--- config.mk ---
export PLATFORM = sky130hd
export DESIGN_NAME = fp_mul_pipe
export DESIGN_NICKNAME = d
export VERILOG_FILES = /design/src/rtl/fp_mul_pipe.sv
export SDC_FILE = /design/constraint.sdc
export NUM_CORES = 2
export LEC_CHECK = 0
export CAP_MARGIN = 20
export CORE_MARGIN = 2
export CORE_UTILIZATION = 40
export DETAILED_ROUTE_END_ITERATION = 10
export SYNTH_ARGS = -nofsm -noshare
export SYNTH_HDL_FRONTEND = slang
export SYNTH_SLANG_ARGS = --single-unit
export TNS_END_PERCENT = 100
--- constraint.sdc ---
create_clock -name clk -period 7.9 [get_ports clk]
set_clock_uncertainty 0.15 [all_clocks]
set_input_delay 1.185 -clock clk [delete_from_list [all_inputs] [get_ports clk]]
set_output_delay 1.185 -clock clk [all_outputs]
set_load 0.01 [all_outputs]
--- src/rtl/fp_mul_pipe.sv ---
// fp_mul_pipe: three-stage pipelined floating-point multiplier (binary32 by default).
//
// Operands use the {sign, exp, man} layout given by EXP_W/MAN_W. Subnormal inputs
// and results are flushed to signed zero. Rounding is round-to-nearest-even.
//
// Optional feature macro: FP_MUL_FLAGS_EN adds a registered 'flags' port
// {invalid, overflow, underflow, inexact} that is aligned with 'o'.
//
// Ports:
//   clk, rst            rising-edge clock, synchronous active-high reset
//   in_valid/in_ready   operand handshake (a, b, in_tag)
//   a, b                operands {sign, exp, man}
//   in_tag              user sideband returned unchanged with its result
//   out_valid/out_ready result handshake (o, out_tag[, flags])
//   o                   a*b
//   out_tag             sideband of this result
//   flags               (FP_MUL_FLAGS_EN only) exception flags
//
// Handshake: a transfer happens on any cycle where valid && ready. The pipeline
// stalls as a whole when the output holds a result the consumer refuses
// (out_valid && !out_ready); in_ready is the combinational inverse of that stall.
// Otherwise every stage, bubbles included, advances once per cycle, giving a
// fixed three-cycle accept-to-out_valid latency.
module fp_mul_pipe #(
    parameter int EXP_W = 8,
    parameter int MAN_W = 23,
    parameter int TAG_W = 1
) (
    input  logic                   clk,
    input  logic                   rst,
    input  logic                   in_valid,
    output logic                   in_ready,
    input  logic [EXP_W+MAN_W:0]   a,
    input  logic [EXP_W+MAN_W:0]   b,
    input  logic [TAG_W-1:0]       in_tag,
    output logic                   out_valid,
    input  logic                   out_ready,
    output logic [EXP_W+MAN_W:0]   o,
    output logic [TAG_W-1:0]       out_tag
`ifdef FP_MUL_FLAGS_EN
    ,
    output logic [3:0]             flags
`endif
);

    localparam int W    = EXP_W + MAN_W + 1;
    localparam int EW   = EXP_W + 2;          // signed exponent working width
    localparam int PW   = 2 * MAN_W + 2;      // full significand product width
    localparam int BIAS = (1 << (EXP_W - 1)) - 1;

    localparam logic signed [EW-1:0] BIAS_S  = EW'(BIAS);
    localparam logic signed [EW-1:0] EXP_MAX = EW'((1 << EXP_W) - 1);
    localparam logic [EXP_W-1:0]     EXP_ONES = '1;
    localparam logic [W-1:0]         QNAN = {1'b0, {EXP_W{1'b1}}, 1'b1, {(MAN_W-1){1'b0}}};

    logic stall;
    assign stall    = out_valid && !out_ready;
    assign in_ready = !stall;

    // ------------------------------------------------------------------
    // Stage 1: unpack and classify
    // ------------------------------------------------------------------
    logic [EXP_W-1:0] ea, eb;
    logic [MAN_W-1:0] ma, mb;
    logic a_zero, b_zero, a_inf, b_inf, a_nan, b_nan;
    logic signed [EW-1:0] exp_sum_c;

    assign ea = a[W-2:MAN_W];
    assign eb = b[W-2:MAN_W];
    assign ma = a[MAN_W-1:0];
    assign mb = b[MAN_W-1:0];

    // exp field 0 covers both true zero and subnormals (flushed to zero)
    assign a_zero = (ea == '0);
    assign b_zero = (eb == '0);
    assign a_inf  = (ea == EXP_ONES) && (ma == '0);
    assign b_inf  = (eb == EXP_ONES) && (mb == '0);
    assign a_nan  = (ea == EXP_ONES) && (ma != '0);
    assign b_nan  = (eb == EXP_ONES) && (mb != '0);

    assign exp_sum_c = $signed({2'b00, ea}) + $signed({2'b00, eb}) - BIAS_S;

    logic                 s1_valid;
    logic [TAG_W-1:0]     s1_tag;
    logic                 s1_sign;
    logic signed [EW-1:0] s1_exp;
    logic [MAN_W:0]       s1_siga, s1_sigb;
    logic                 s1_inv, s1_inf, s1_zero;

    // ------------------------------------------------------------------
    // Stage 2: significand product
    // ------------------------------------------------------------------
    logic [PW-1:0] prod_c;
    assign prod_c = {{(MAN_W+1){1'b0}}, s1_siga} * {{(MAN_W+1){1'b0}}, s1_sigb};

    logic                 s2_valid;
    logic [TAG_W-1:0]     s2_tag;
    logic                 s2_sign;
    logic signed [EW-1:0] s2_exp;
    logic [PW-1:0]        s2_prod;
    logic                 s2_inv, s2_inf, s2_zero;

    // ------------------------------------------------------------------
    // Stage 3: normalise, round, pack, specials
    // ------------------------------------------------------------------
    logic                 top;
    logic [MAN_W-1:0]     mant_n;
    logic                 guard, sticky, round_up;
    logic [MAN_W:0]       mant_r;
    logic signed [EW-1:0] exp_n, exp_f;
    logic                 ovf, unf;
    logic [W-1:0]         res_c;

    // Product of two [1,2) significands lies in [1,4); the MSB tells which.
    assign top = s2_prod[PW-1];

    always_comb begin
        mant_n = '0;
        guard  = 1'b0;
        sticky = 1'b0;
        if (top) begin
            mant_n = s2_prod[PW-2:MAN_W+1];
            guard  = s2_prod[MAN_W];
            sticky = |s2_prod[MAN_W-1:0];
        end else begin
            mant_n = s2_prod[PW-3:MAN_W];
            guard  = s2_prod[MAN_W-1];
            sticky = |s2_prod[MAN_W-2:0];
        end
    end

    assign exp_n    = s2_exp + {{(EW-1){1'b0}}, top};
    assign round_up = guard && (sticky || mant_n[0]);
    assign mant_r   = {1'b0, mant_n} + {{MAN_W{1'b0}}, round_up};
    // A carry out of rounding leaves the stored mantissa all-zero; only the exponent moves.
    assign exp_f    = exp_n + {{(EW-1){1'b0}}, mant_r[MAN_W]};
    assign ovf      = (exp_f >= EXP_MAX);
    assign unf      = exp_f[EW-1] || (exp_f == '0);

    always_comb begin
        res_c = {s2_sign, exp_f[EXP_W-1:0], mant_r[MAN_W-1:0]};
        if (s2_inv) begin
            res_c = QNAN;
        end else if (s2_inf) begin
            res_c = {s2_sign, EXP_ONES, {MAN_W{1'b0}}};
        end else if (s2_zero) begin
            res_c = {s2_sign, {(W-1){1'b0}}};
        end else if (ovf) begin
            res_c = {s2_sign, EXP_ONES, {MAN_W{1'b0}}};
        end else if (unf) begin
            res_c = {s2_sign, {(W-1){1'b0}}};
        end
    end

`ifdef FP_MUL_FLAGS_EN
    logic [3:0] flags_c;

    // {invalid, overflow, underflow, inexact}
    always_comb begin
        flags_c = 4'b0000;
        if (s2_inv) begin
            flags_c = 4'b1000;
        end else if (s2_inf || s2_zero) begin
            flags_c = 4'b0000;
        end else if (ovf) begin
            flags_c = 4'b0101;
        end else if (unf) begin
            flags_c = 4'b0011;
        end else begin
            flags_c = {3'b000, guard || sticky};
        end
    end
`endif

    // ------------------------------------------------------------------
    // Valid bits and output register (reset)
    // ------------------------------------------------------------------
    always_ff @(posedge clk) begin
        if (rst) begin
            s1_valid  <= 1'b0;
            s2_valid  <= 1'b0;
            out_valid <= 1'b0;
            o         <= '0;
            out_tag   <= '0;
`ifdef FP_MUL_FLAGS_EN
            flags     <= 4'b0000;
`endif
        end else if (!stall) begin
            s1_valid  <= in_valid;
            s2_valid  <= s1_valid;
            out_valid <= s2_valid;
            // Bubbles leave the last result on o rather than loading junk.
            if (s2_valid) begin
                o       <= res_c;
                out_tag <= s2_tag;
`ifdef FP_MUL_FLAGS_EN
                flags   <= flags_c;
`endif
            end
        end
    end

    // ------------------------------------------------------------------
    // Datapath registers (no reset needed: qualified by the valid bits)
    // ------------------------------------------------------------------
    always_ff @(posedge clk) begin
        if (!stall) begin
            s1_tag  <= in_tag;
            s1_sign <= a[W-1] ^ b[W-1];
            s1_exp  <= exp_sum_c;
            s1_siga <= {1'b1, ma};
            s1_sigb <= {1'b1, mb};
            s1_inv  <= a_nan || b_nan || (a_inf && b_zero) || (b_inf && a_zero);
            s1_inf  <= a_inf || b_inf;
            s1_zero <= a_zero || b_zero;

            s2_tag  <= s1_tag;
            s2_sign <= s1_sign;
            s2_exp  <= s1_exp;
            s2_prod <= prod_c;
            s2_inv  <= s1_inv;
            s2_inf  <= s1_inf;
            s2_zero <= s1_zero;
        end
    end

endmodule

# == Word-level counts from Yosys, hierarchy flattened ==
# Index checks and enable logic that the tools add are counted.
# totals
ff_bits,160
in_bits,69
# classes
add_sub_neg,5
mul,1
n_lt_le_gt_ge,1
eq_ne,2
muxes,8
n_bitwise,2
reduce_logical,27
# op_table
cell,count
$mux W31,4
$mul A24 B24 Y48,1
$logic_not A23 Y1,2
$reduce_bool A23 Y1,2
$mux W32,1
$add A23 B1 Y24,1
$mux W23,1
$reduce_or A23 Y1,1
$reduce_or A22 Y1,1
$add A10 B1 Y10,2
$eq A8 B8 Y1 const B,2
$logic_not A8 Y1,2
$ge A10 B9 Y1 const B,1
$logic_not A10 Y1,1
$sub A9 B7 Y10 const B,1
$add A8 B8 Y9,1
$logic_and A1 B1 Y1,8
$logic_or A1 B1 Y1,7
$logic_not A1 Y1,2
$mux W1,2
$reduce_and A2 Y1,1
$not A1 Y1,1
$xor A1 B1 Y1,1

# == Longest topological paths before layout ==
# depth
depth_word,13
mapped_depth,26
ltp_nobuf,24

# == Worst setup path before layout ==
# Ideal clock, no wire load.
# synth_timing
path_kind,reg2reg
start,register s1_siga[13]
end,"register s2_prod[45], data pin"
setup_ns,0.263
t_arrival_ns,6.406
required_ns,7.487
setup_slack_ns,1.081
path_stages_with_launch,26
synth_period_minus_slack_ns,6.819
cell_sequence,edfxtp_1 clkbuf_1 nand2_1 fa_1 inv_1 fa_1 inv_1 fa_1 inv_1 fa_1 inv_1 fa_1 inv_1 fa_1 inv_1 fa_1 inv_1 ha_1 and2_0 nand2_1 a2111o_1 a31oi_1 and4b_4 nor4b_4 o211a_1 a211oi_2
# synth_between
elab_chain_len,1
# synth_rtl
element,line,source
start: declaration,87,"logic [MAN_W:0] s1_siga, s1_sigb;"
start signal: assignment,211,"s1_siga <= {1'b1, ma};"
$mul A24 B24 Y48,94,"assign prod_c = {{(MAN_W+1){1'b0}}, s1_siga} * {{(MAN_W+1){1'b0}}, s1_sigb};"
named net prod_c[45],93,logic [PW-1:0] prod_c;
end signal: assignment,220,s2_prod <= prod_c;
end: declaration,100,logic [PW-1:0] s2_prod;
# The timed path passes the listed nets, and every way through them passes these cells.
# A chain may end at the register's enable or synchronous reset.

# == Worst setup path after layout ==
# layout_timing
start,register s1_sigb[5]
end,"register s2_prod[39], data pin"
# layout_between
elab_chain_len,1
# layout_rtl
element,line,source
start: declaration,87,
start signal: assignment,212,"s1_sigb <= {1'b1, mb};"
$mul A24 B24 Y48,94,
named net prod_c[39],93,
# The timed path passes the listed nets, and every way through them passes these cells.

==> metrics.md <==
| Metric | Value |
|---|---|
| Status | `complete, no violations` |
| Final Slew Violations | `0` |
| Ports | `between 100 and 150` |
| Upper clock frequency limit | `~0.13 GHz` |
| Number of global-route vias before repair | `about 20000` |
| N_diodes | `0` |
| Net count after synthesis | `3501` |
| Stages on worst setup path | `24` |
| Number of synthesized register bits | `160` |
| Longest individual stage delay on the worst path | `0.78 ns` |
| Path type of the worst setup path | `reg -> reg` |
| Number of cells traversed by the worst register-to-register path | `24` |
| CTS Root Buffer Type | `sky130_fd_sc_hd__clkbuf_16` |
| Number of fill cells in the layout | `roughly 6100` |
| Synth Area per Inst | `about 9.4 µm²` |
| Area added between synthesis and finish | `10.95%` |
| Final net count | `around 3600` |
| Initial DRC count | `roughly 1200` |
| Initial core utilization | `about two fifths` |
| Sequential element share of the synthesized area | `17.07%` |
| Final period utilization | `95.25%` |
| Worst-case headroom to the max-slew limit | `between 20 and 30%` |
| Half-perimeter wire length after detailed placement | `about 59 mm` |
| Largest net degree at the start of global routing | `70` |
| Path class of the lowest-slack min-delay path | `reg -> reg` |
| Number of buffers inserted by port buffering | `103` |
| Kind of end point of the critical path | `flip-flop` |
| Critical path peak fanout | `14` |
| Category of the worst setup path launch point | `flip-flop` |
| Quantity of hold-fixing buffers added after cts | `0` |
| Cell-by-cell listing of the critical path | `buf_4, nand2_1, fa_1, inv_1, fa_1, inv_1, fa_1, inv_1, fa_1, fa_1, fa_1, inv_1, fa_1, inv_1, ha_1, a21oi_1, o21ai_0, a2111oi_0, and3_1, nor3_1, nor3b_1, buf_4, a21oi_1, xnor2_1` |
| Async S/R FF share, synth | `0%` |
| Yosys warnings | `0` |
| Unrepaired setup endpoints after global routing | `no` |
| Per-cell via count in the routed design | `between 5 and 6` |
| Critical Path Start | `s1_sigb[5]$_DFFE_PN_` |
| End of the worst register-to-register path | `s2_prod[39]$_DFFE_PN_` |
| Aggregate global-route resource usage | `a little over a fifth` |
| Die width | `259.1 µm` |
| Setup repair bufs after CTS | `0` |
| Number of buffer and inverter stages on the critical path | `7` |
| Post-synth EDFFs | `approximately 120` |
| Final weighted congestion in routability-driven placement | `approximately 0.94` |
| Number of distinct library cells after synthesis | `85` |
| Number of core rows | `between 90 and 100` |
| Initial antenna violation count | `1` |
| Period minus WS final | `approximately 7.5 ns` |
| Routed Antenna Nets | `0` |
| Buffer levels on the longest clock path | `2` |
| Per-cell routed wire length | `~19 µm` |
| Remaining global-route overflow | `0` |
| Wire length of the first global-routing pass | `around 110 mm` |
| Chip height | `around 260 µm` |
| Hold path depth | `0` |
| Final wirelength | `between 70 and 80 mm` |
| Cells after synthesis | `2758` |
| Placeable core region | `64350 µm²` |
| Worst reg2reg startpoint | `s1_sigb[5]$_DFFE_PN_` |
| DRC violations left | `0` |
| Summed negative setup slack over all endpoints | `0 ns` |
| Clock slew at reported path FFs | `0.08 ns` |
| Netlist area before placement | `about 26000 µm²` |
| Clock tree from TritonCTS | `done` |
| Share of layout cells above drive strength 1 | `4.912%` |
| Last element of the critical path | `s2_prod[39]$_DFFE_PN_` |
| Quantity of gates resized following cts | `0` |
| CP dominant cell by count | `sky130_fd_sc_hd__fa_1` |
| First-pass detailed-route iteration total | `5` |
| Crit path DAT | `7.61 ns` |
| Via Count | `between 15000 and 20000` |
| Die outline area | `67140 µm²` |
| Max-cap check violation count | `0` |
| Clock insertion delay at the later pin of the skew report | `0.49 ns` |
| Slew at the pin closest to its max-slew limit | `roughly 1.1 ns` |
| Cts bufs inserted | `17` |
| Total number of clock tree sinks | `160` |
| Standard cell with the maximum stage delay on the critical path | `sky130_fd_sc_hd__edfxtp_1` |
| Number of levels the H-tree was split into | `4` |
| Final number of hold-violating endpoints | `0` |
| Commonest register cell after synthesis | `sky130_fd_sc_hd__edfxtp_1` |
| Number of endpoints failing setup at the final stage | `0` |
| Endpoint required time on the critical path | `roughly 8 ns` |
| Kind of cell adding the most delay to the critical path | `adder cells` |
| FF-to-FF setup slack | `roughly 0.38 ns` |
layout make-up:
class / instances / area [µm²] / share of cell area [%]
Clock buffer: 18 / 450.4 / 1.559
Clock inverter: 14 / 157.7 / 0.5458
Inverter: 609 / 2286 / 7.914
Multi-Input combinational cell: 1861 / 18810 / 65.11
Sequential cell: 160 / 4444 / 15.39
Tap cell: 855 / 1070 / 3.703
Timing Repair Buffer: 188 / 1669 / 5.778
how the worst min path moves through the flow:
stage	from	endpoint	slack [ns]
detailed placement	s1_tag$_DFFE_PN_	s2_tag$_DFFE_PN_	0.26
global route	s1_inv$_DFFE_PN_	s2_inv$_DFFE_PN_	0.28
floorplan	s1_exp[0]$_DFFE_PN_	s2_exp[0]$_DFFE_PN_	0.25
global placement	s1_exp[6]$_DFFE_PN_	s2_exp[6]$_DFFE_PN_	0.25
CTS	s1_exp[7]$_DFFE_PN_	s2_exp[7]$_DFFE_PN_	0.28
finish	s1_exp[7]$_DFFE_PN_	s2_exp[7]$_DFFE_PN_	0.27
per-layer routing:
metal  vias up  routed length (µm)  GRT usage (%)  part of all wire (%)
met1      9533               31260          29.53                    44
li1       8599                   -              -                     -
met5         -                   0              0                     0
met2       632               33260          36.01                    47
met4         0                1853          6.904                   2.6
met3       103                4759          4.228                   6.7
synth_stat cells, types with 3 or more instances:
cell	instances	area, µm²
sky130_fd_sc_hd__xnor2_1	53	464.2
sky130_fd_sc_hd__a311oi_1	4	35.03
sky130_fd_sc_hd__o211ai_1	14	105.1
sky130_fd_sc_hd__a21o_1	26	195.2
sky130_fd_sc_hd__mux2i_1	17	170.2
sky130_fd_sc_hd__o21a_1	3	22.52
sky130_fd_sc_hd__nor4_1	23	143.9
sky130_fd_sc_hd__nor2_1	105	394.1
sky130_fd_sc_hd__nand2_1	336	1261
sky130_fd_sc_hd__xor2_1	29	254.0
sky130_fd_sc_hd__o21bai_1	12	90.09
sky130_fd_sc_hd__and3_1	11	68.82
sky130_fd_sc_hd__o22ai_1	3	18.77
sky130_fd_sc_hd__o21ai_0	33	165.2
sky130_fd_sc_hd__nand4_1	13	81.33
sky130_fd_sc_hd__or3_1	3	18.77
sky130_fd_sc_hd__edfxtp_1	124	3724
sky130_fd_sc_hd__a22oi_1	12	90.09
sky130_fd_sc_hd__nor3_1	29	145.1
sky130_fd_sc_hd__clkbuf_1	113	424.2
sky130_fd_sc_hd__a21oi_1	71	355.3
sky130_fd_sc_hd__a211oi_1	8	60.06
sky130_fd_sc_hd__and2_1	252	1577
sky130_fd_sc_hd__buf_1	4	15.01
sky130_fd_sc_hd__buf_2	8	40.04
sky130_fd_sc_hd__nor3b_1	3	22.52
sky130_fd_sc_hd__nand2b_1	9	56.30
sky130_fd_sc_hd__mux2_2	4	45.04
sky130_fd_sc_hd__a21boi_0	5	37.54
sky130_fd_sc_hd__o21ai_1	5	25.02
sky130_fd_sc_hd__dfxtp_1	36	720.7
sky130_fd_sc_hd__a31oi_1	10	62.56
sky130_fd_sc_hd__nand3_1	31	155.2
sky130_fd_sc_hd__ha_1	190	2377
sky130_fd_sc_hd__clkinv_1	3	11.26
sky130_fd_sc_hd__fa_1	484	9689
sky130_fd_sc_hd__inv_1	606	2275
sky130_fd_sc_hd__a211o_1	4	35.03
sky130_fd_sc_hd__nor2b_1	6	37.54
cells in the final DEF, fill, tap and decap left out, types with 31 or more instances in the layout:
cell,synthesis,routed
sky130_fd_sc_hd__a21oi_1,71,71
sky130_fd_sc_hd__and2_1,252,252
sky130_fd_sc_hd__buf_4,1,85
sky130_fd_sc_hd__clkdlybuf4s50_1,0,103
sky130_fd_sc_hd__dfxtp_1,36,36
sky130_fd_sc_hd__edfxtp_1,124,124
sky130_fd_sc_hd__fa_1,484,484
sky130_fd_sc_hd__ha_1,190,190
sky130_fd_sc_hd__inv_1,606,606
sky130_fd_sc_hd__nand2_1,336,336
sky130_fd_sc_hd__nand3_1,31,31
sky130_fd_sc_hd__nor2_1,105,105
sky130_fd_sc_hd__o21ai_0,33,33
sky130_fd_sc_hd__xnor2_1,53,53
stage by stage:
| stage | utilization, % | worst slack [ns] | std cells | hold WS [ns] | cell area [µm²] |
|---|---|---|---|---|---|
| floorplan | - | 1.081 | 2758 | 0.2503 | 26040 |
| global placement | 43.93 | 0.5281 | 3672 | 0.2508 | 28270 |
| detailed placement | 43.95 | 0.4862 | 3673 | 0.2577 | 28280 |
| CTS | 44.89 | 0.4705 | 3705 | 0.2751 | 28890 |
| global route | 44.89 | 0.05171 | 3705 | 0.2817 | 28890 |
| finish | 44.89 | 0.3750 | 3705 | 0.2724 | 28890 |
flip-flops by register name (all words and copies together), names as in the netlist, 10 cells and up:
signal   count
o           32
s2_exp      10
s1_exp      10
s1_sigb     23
s1_siga     23
s2_prod     48
logic make-up after synthesis:
group,after synthesis,synth area share (%)
DFF,160,17.07
and+or+nand+nor,845,16.10
adders and majority gates,674,46.35
AOI/OAI and AO/OA,237,6.060
muxes,22,0.8842
buffers and inverters,737,10.71
xor gates and xnor gates,83,2.821
Power is not shown: default switching activity piles up to over one toggle a cycle in this logic, so the estimate is an artifact.
